[src/rtl/sub_64_bit_pipe.sv]
`timescale 1ns/1ps
`default_nettype none
// ============================================================================
// Module   : sub_64_bit_pipe
// Brief    : Two-stage 64-bit subtractor (A - B - Bin) with valid/ready flow
//            control; low half in stage 1, high half in stage 2.
//            Optional macro SUB64_OVF_EN adds the signed-overflow output Ovf_o.
// Revision : 1.0 - initial release
// ============================================================================
module sub_64_bit_pipe (
    input  logic        clk_i,
    input  logic        rst_i,
    input  logic [63:0] A_i,
    input  logic [63:0] B_i,
    input  logic        Bin_i,
    input  logic        In_valid_i,
    output logic        In_ready_o,
    output logic [63:0] Diff_o,
    output logic        Bout_o,
    output logic        Zero_o,
    output logic        Out_valid_o,
    input  logic        Out_ready_i
`ifdef SUB64_OVF_EN
    ,
    output logic        Ovf_o
`endif
);

    logic        s1_valid_q, s1_valid_d;
    logic [31:0] s1_diff_lo_q, s1_diff_lo_d;
    logic        s1_borrow_q, s1_borrow_d;
    logic [31:0] s1_a_hi_q, s1_a_hi_d;
    logic [31:0] s1_b_hi_q, s1_b_hi_d;

    logic        s2_valid_q, s2_valid_d;
    logic [63:0] diff_q, diff_d;
    logic        bout_q, bout_d;
    logic        zero_q, zero_d;
`ifdef SUB64_OVF_EN
    logic        ovf_q, ovf_d;
`endif

    logic        w_s2_load;
    logic        w_in_ready;
    logic        w_in_fire;
    logic [32:0] w_lo_sub;
    logic [32:0] w_hi_sub;

    always_comb begin
        // Stage 2 frees up whenever its current result leaves this cycle.
        w_s2_load  = !s2_valid_q || Out_ready_i;
        w_in_ready = !s1_valid_q || w_s2_load;
        w_in_fire  = In_valid_i && w_in_ready;

        // Bit 32 of each 33-bit difference is the borrow out of that half.
        w_lo_sub = {1'b0, A_i[31:0]} - {1'b0, B_i[31:0]} - {32'b0, Bin_i};
        w_hi_sub = {1'b0, s1_a_hi_q} - {1'b0, s1_b_hi_q} - {32'b0, s1_borrow_q};

        s1_valid_d   = s1_valid_q;
        s1_diff_lo_d = s1_diff_lo_q;
        s1_borrow_d  = s1_borrow_q;
        s1_a_hi_d    = s1_a_hi_q;
        s1_b_hi_d    = s1_b_hi_q;
        if (w_in_fire) begin
            s1_valid_d   = 1'b1;
            s1_diff_lo_d = w_lo_sub[31:0];
            s1_borrow_d  = w_lo_sub[32];
            s1_a_hi_d    = A_i[63:32];
            s1_b_hi_d    = B_i[63:32];
        end else if (w_s2_load) begin
            s1_valid_d = 1'b0;
        end

        s2_valid_d = s2_valid_q;
        diff_d     = diff_q;
        bout_d     = bout_q;
        zero_d     = zero_q;
`ifdef SUB64_OVF_EN
        ovf_d      = ovf_q;
`endif
        if (w_s2_load) begin
            s2_valid_d = s1_valid_q;
            if (s1_valid_q) begin
                diff_d = {w_hi_sub[31:0], s1_diff_lo_q};
                bout_d = w_hi_sub[32];
                zero_d = ({w_hi_sub[31:0], s1_diff_lo_q} == 64'd0);
`ifdef SUB64_OVF_EN
                ovf_d  = (s1_a_hi_q[31] != s1_b_hi_q[31]) &&
                         (w_hi_sub[31] != s1_a_hi_q[31]);
`endif
            end
        end
    end

    always_ff @(posedge clk_i) begin
        if (rst_i) begin
            s1_valid_q   <= 1'b0;
            s1_diff_lo_q <= 32'd0;
            s1_borrow_q  <= 1'b0;
            s1_a_hi_q    <= 32'd0;
            s1_b_hi_q    <= 32'd0;
            s2_valid_q   <= 1'b0;
            diff_q       <= 64'd0;
            bout_q       <= 1'b0;
            zero_q       <= 1'b0;
`ifdef SUB64_OVF_EN
            ovf_q        <= 1'b0;
`endif
        end else begin
            s1_valid_q   <= s1_valid_d;
            s1_diff_lo_q <= s1_diff_lo_d;
            s1_borrow_q  <= s1_borrow_d;
            s1_a_hi_q    <= s1_a_hi_d;
            s1_b_hi_q    <= s1_b_hi_d;
            s2_valid_q   <= s2_valid_d;
            diff_q       <= diff_d;
            bout_q       <= bout_d;
            zero_q       <= zero_d;
`ifdef SUB64_OVF_EN
            ovf_q        <= ovf_d;
`endif
        end
    end

    assign In_ready_o  = w_in_ready;
    assign Diff_o      = diff_q;
    assign Bout_o      = bout_q;
    assign Zero_o      = zero_q;
    assign Out_valid_o = s2_valid_q;
`ifdef SUB64_OVF_EN
    assign Ovf_o       = ovf_q;
`endif

endmodule
`default_nettype wire
[config.mk]
export PLATFORM = sky130hd
export DESIGN_NAME = sub_64_bit_pipe
export DESIGN_NICKNAME = d
export VERILOG_FILES = /design/src/rtl/sub_64_bit_pipe.sv
export SDC_FILE = /design/constraint.sdc
export NUM_CORES = 1
export LEC_CHECK = 0
export BUFFER_PORTS_ARGS = -buffer_cell sky130_fd_sc_hd__buf_2
export CAP_MARGIN = 5
export CORE_ASPECT_RATIO = 1.4
export CORE_MARGIN = 1
export CORE_UTILIZATION = 30
export DETAILED_ROUTE_END_ITERATION = 10
export PLACE_DENSITY = 0.45
export SYNTH_ARGS = -nofsm -noshare
export SYNTH_HDL_FRONTEND = slang
export SYNTH_SLANG_ARGS = --single-unit
[constraint.sdc]
create_clock -name clk_i -period 7.41 [get_ports clk_i]
set_input_delay 0.741 -clock clk_i [delete_from_list [all_inputs] [get_ports clk_i]]
set_output_delay 0.741 -clock clk_i [all_outputs]
set_load 0.01 [all_outputs]
# Word-level counts from Yosys, hierarchy flattened
# Cells that the tools add are included.
totals:
  ff_bits: 165
  in_bits: 133
  out_inout_bits: 68
  word_cells: 23
op_classes:
  n_addsub: 4
  n_mux: 2
  reduce_logical: 8
op_table:
  columns: ["operator", "n"]
  rows:
  - ["$sub 32x32->33", 2]
  - ["$sub 33x1->33", 2]
  - ["$logic_not 64->1", 1]
  - ["$logic_not 1->1", 2]
  - ["$logic_or 1x1->1", 2]
  - ["$mux 1", 2]
  - ["$reduce_and 2->1", 1]
  - ["$reduce_bool 2->1", 1]
  - ["$logic_and 1x1->1", 1]

# Longest topological paths before layout
logic_depth:
  word_depth: 5
  mapped_depth: 14
  depth_no_buf: 13

# Worst setup path after synthesis
# OpenSTA, ideal clock, no wires.
synth_path:
  path_type: "input to register"
  start: "input port B_i[0]"
  end: "register s1_borrow_q"
  setup_time_ns: 0.127
  arrival_ns: 3.607
  t_required_ns: 7.283
  slack_ns: 3.676
  cell_stages: 12
  path_buffers: 0
  cell_sequence: "inv_1 > fa_1 > fa_1 > nand2b_1 > a21o_1 > a2111oi_2 > nor4_1 > o41a_2 > a31oi_1 > a21o_1 > a2111oi_0 > or3b_1"
synth_between:
  elab_chain_len: 2
synth_lines:
  columns: ["element", "line", "text"]
  rows:
  - ["start, declared", "14", "input logic [63:0] B_i,"]
  - ["$sub 32x32->33", "56", "w_lo_sub = {1'b0, A_i[31:0]} - {1'b0, B_i[31:0]} - {32'b0, Bin_i};"]
  - ["$sub 33x1->33", "56", null]
  - ["end signal, assigned", "112", "s1_borrow_q <= s1_borrow_d;"]
  - ["end, declared", "31", "logic s1_borrow_q, s1_borrow_d;"]
# Every way passes these cells.
# A chain may end at the register's enable or synchronous reset.

# Worst setup path in the final report
layout_path:
  start: "input port A_i[0]"
  end: "register s1_borrow_q"
layout_between:
  elab_chain_len: 2
layout_lines:
  columns: ["element", "line", "text"]
  rows:
  - ["start, declared", "13", "input logic [63:0] A_i,"]
  - ["$sub 32x32->33", "56", null]
  - ["$sub 33x1->33", "56", null]
# Every way passes these cells.

==> flow_metrics.py <==
metrics = {
    "power": {
        "finalPower_mw": 2.93,
        "cellPowerDensity_nw_per_um2": 226,
        "ir_drop_mv": 0.157,
        "p_leak_nw": 6.03,
    },
    "place": {
        "dp_cells": 2097,
        "dpl.hpwl_microns": 24700,
        "gp_congestion": 0.851,
        "port_buffers": 200,
    },
    "global_routing": {
        "grt_util_met1_pct": 20.8,
        "grt_pass1_wl_microns": 53100,
        "grt_pass1_vias": 10200,
        "antenna_found_initial": 0,
        "grt_usage_pct": 18.0,
        "grt_max_degree": 89,
        "gr-total-overflow": 0,
        "grtUsageMet2_pct": 33.3,
        "grtUsageMet3_pct": 2.10,
        "grt_busiest_layer": "met2",
    },
    "synth": {
        "async_reset_ff_share_pct": 0,
        "synth_edf_count": 0,
        "syn_area_per_cell_sq_um": 7.33,
        "seq_area_frac_synth_pct": 30.0,
        "synthTopCellsByArea": "dfxtp_1 30%, ha_1 14%, nand2_1 10%",
        "synth_top_family_by_area": "simple AND/OR/NAND/NOR gates",
        "syn_nets": 1763,
        "ys_seq_elements": 165,
        "ys.flop_type": "dfxtp_1",
        "yosys_warnings": 0,
        "synth.distinct_cells": 83,
        "yosys.area_share.xor_xnor_pct": 2.94,
        "synth-compound-area-share_pct": 20.7,
        "synthMuxAreaShare_pct": 0.273,
        "synthAdderAreaFrac_pct": 14.8,
        "synth-simple-area-share_pct": 21.6,
        "syn-cell-area_sq_um": 11000,
        "synth_top_area_share_pct": 30.0,
        "yosys.area.top_type": "dfxtp_1",
        "synthCells": 1502,
    },
    "clocking": {
        "post_cts.resized_instances": 0,
        "clock_path_buffers": 2,
        "cts_setup_buffers": 0,
        "cts_hold_buf": 0,
        "clock_latency_ns": 0.46,
        "path_clk_slew_ns": 0.06,
        "cts-htree-levels": 4,
        "cts_sinks": 165,
        "numCtsBuffers": 17,
        "cts_tree": "built",
        "cts-root-buf": "clkbuf_16",
    },
    "die": {
        "top_level_ports": 201,
        "die_h_microns": 229,
        "core.rowCount": 82,
        "initial_core_util_pct": 30.6,
        "die_x_microns": 164,
        "dieArea_sq_um": 37500,
        "core_sq_um": 36000,
    },
    "critical_path": {
        "endpoint_kind": "flop",
        "path_max_fanout": 5,
        "arrival_ns": 4.15,
        "start_kind": "primary input",
        "cp_data_required_time_ns": 7.74,
        "path_class": "in2reg",
    },
    "cells_and_area": {
        "drive_gt1_share_pct": 16.4,
        "most-common-layout-cells": "294 x nand2_1, 208 x inv_1, 199 x buf_2",
        "antenna_cells": 0,
        "stdcell_count": 2129,
        "area_growth_pct": 17.8,
        "nets": 1915,
        "final_common_cell": "nand2_1",
    },
    "job": {
        "drv_cap": 0,
    },
    "route": {
        "first_pass_iters": 5,
        "wl_per_cell_microns": 15.4,
        "wl_microns": 32800,
        "num_vias": 10500,
        "drt-vias-per-instance": 4.92,
        "drc_errors": 0,
        "antenna_left": 0,
        "drt_iter0_markers": 463,
    },
    "timing": {
        "timing.slew.headroom_pct": 31.8,
        "worst_slew_pin_slew_ns": 1.02,
        "setup_violations": 0,
        "grt_setup_unrepaired": "false",
        "finalCritPeriodShare_pct": 51.5,
        "fin_setup_tns_ns": 0,
        "maxSlewViolCount": 0,
        "min_period_ns": 3.82,
        "finClkSkew_ns": 0.0175,
        "fmax_mhz": 262,
        "hold_viol": 0,
    },
    "outcome": {
        "status": "finished clean",
    },
    "hold_path": {
        "hold_class": "reg2reg",
    },
}
-- where the power goes --
group | leakage, nW | internal, mW | switching [mW] | total [mW]
registers | 1.35 | 0.959 | 0.0496 | 1.01
logic | 4.39 | 0.396 | 0.601 | 0.997
clock network | 0.287 | 0.505 | 0.417 | 0.922
total | 6.03 | 1.86 | 1.07 | 2.93
-- layer usage --
metal	part of all wire [%]	wire length, microns
met3	3.1	1000
met2	51	16800
met1	44	14300
met5	0	0
met4	2.2	716
-- kinds of logic (layout without fill, tap and decap cells) --
logic type                 Yosys count  after routing
DFF                                165            165
AOI/OAI and AO/OA                  362            362
xor gates and xnor gates            37             37
and+or+nand+nor                    526            526
adders and majority gates          128            128
buffers and inverters              281            446
muxes                                3              3
-- worst paths after layout --
kind | from | endpoint | slack [ns] | depth (start not counted)
min reg2reg | Diff_o[2] | Diff_o[2] | 0.45 | 2
min | Diff_o[2] | Diff_o[2] | 0.45 | 2
max reg2reg | s1_borrow_q | Zero_o | 3.71 | 12
max | A_i[0] | s1_borrow_q | 3.59 | 12
-- final cells by class --
type	count	area, sq um
fillers	3965	23000
clock inverters	15	170
multi-input cells	1056	6670
repair buffers	206	1050
well taps	462	578
flip-flops and latches	165	3300
inverters	208	781
clock buffers	17	425
-- critical path, stage by stage --
cell,delay (ns)
buf_2,0.11
fa_1,0.46
fa_1,0.39
nand2b_1,0.17
a21o_1,0.23
a2111oi_2,0.51
nor4_1,0.16
o41a_2,0.49
a31oi_1,0.26
a21o_1,0.17
a2111oi_0,0.08
or3b_1,0.38
-- stage by stage --
stage / hold slack (ns) / setup WS [ns] / util (%) / cell area (sq um)
after floorplan: 0.436 / 3.68 / - / 11000
after global placement: 0.442 / 3.14 / 34.4 / 12400
after detailed placement: 0.444 / 3.10 / 34.4 / 12400
after CTS: 0.454 / 3.56 / 36.0 / 13000
after global routing: 0.473 / 3.40 / 36.0 / 13000
final: 0.453 / 3.59 / 36.0 / 13000
-- registers in the layout (all words and copies together) (netlist names) --
| signal | cells |
|---|---|
| Bout_o | 1 |
| s1_valid_q | 1 |
| s1_b_hi_q | 32 |
| Diff_o | 64 |
| s1_borrow_q | 1 |
| s1_a_hi_q | 32 |
| Out_valid_o | 1 |
| s1_diff_lo_q | 32 |
| Zero_o | 1 |
-- synth_stat cells (3+ instances only) --
cell type and count:
nand2_1 296, inv_1 208, nor4b_1 4, dfxtp_1 165, o21bai_1 5, or2_2 4, a211oi_1 19, buf_2 5
or3_1 13, fa_1 4, o211ai_1 5, or3b_2 3, nor2b_1 6, xnor2_1 23, o31a_1 3, or4_1 4
and2_1 8, o31ai_1 8, xor2_1 14, nand2b_1 6, o21ai_1 4, a311o_1 3, nand4_1 18, a31oi_1 8
o21ai_0 34, nor2_1 67, ha_1 124, o22ai_1 3, clkbuf_1 59, buf_1 9, o21a_1 11, a21o_1 18
nand4b_1 4, nor3_1 26, nand3_1 31, nor4_1 15, a21oi_2 3, a21oi_1 193, mux2i_1 3, and3_1 7
o41ai_1 3
No activity file was read; power rests on OpenSTA's default activity.
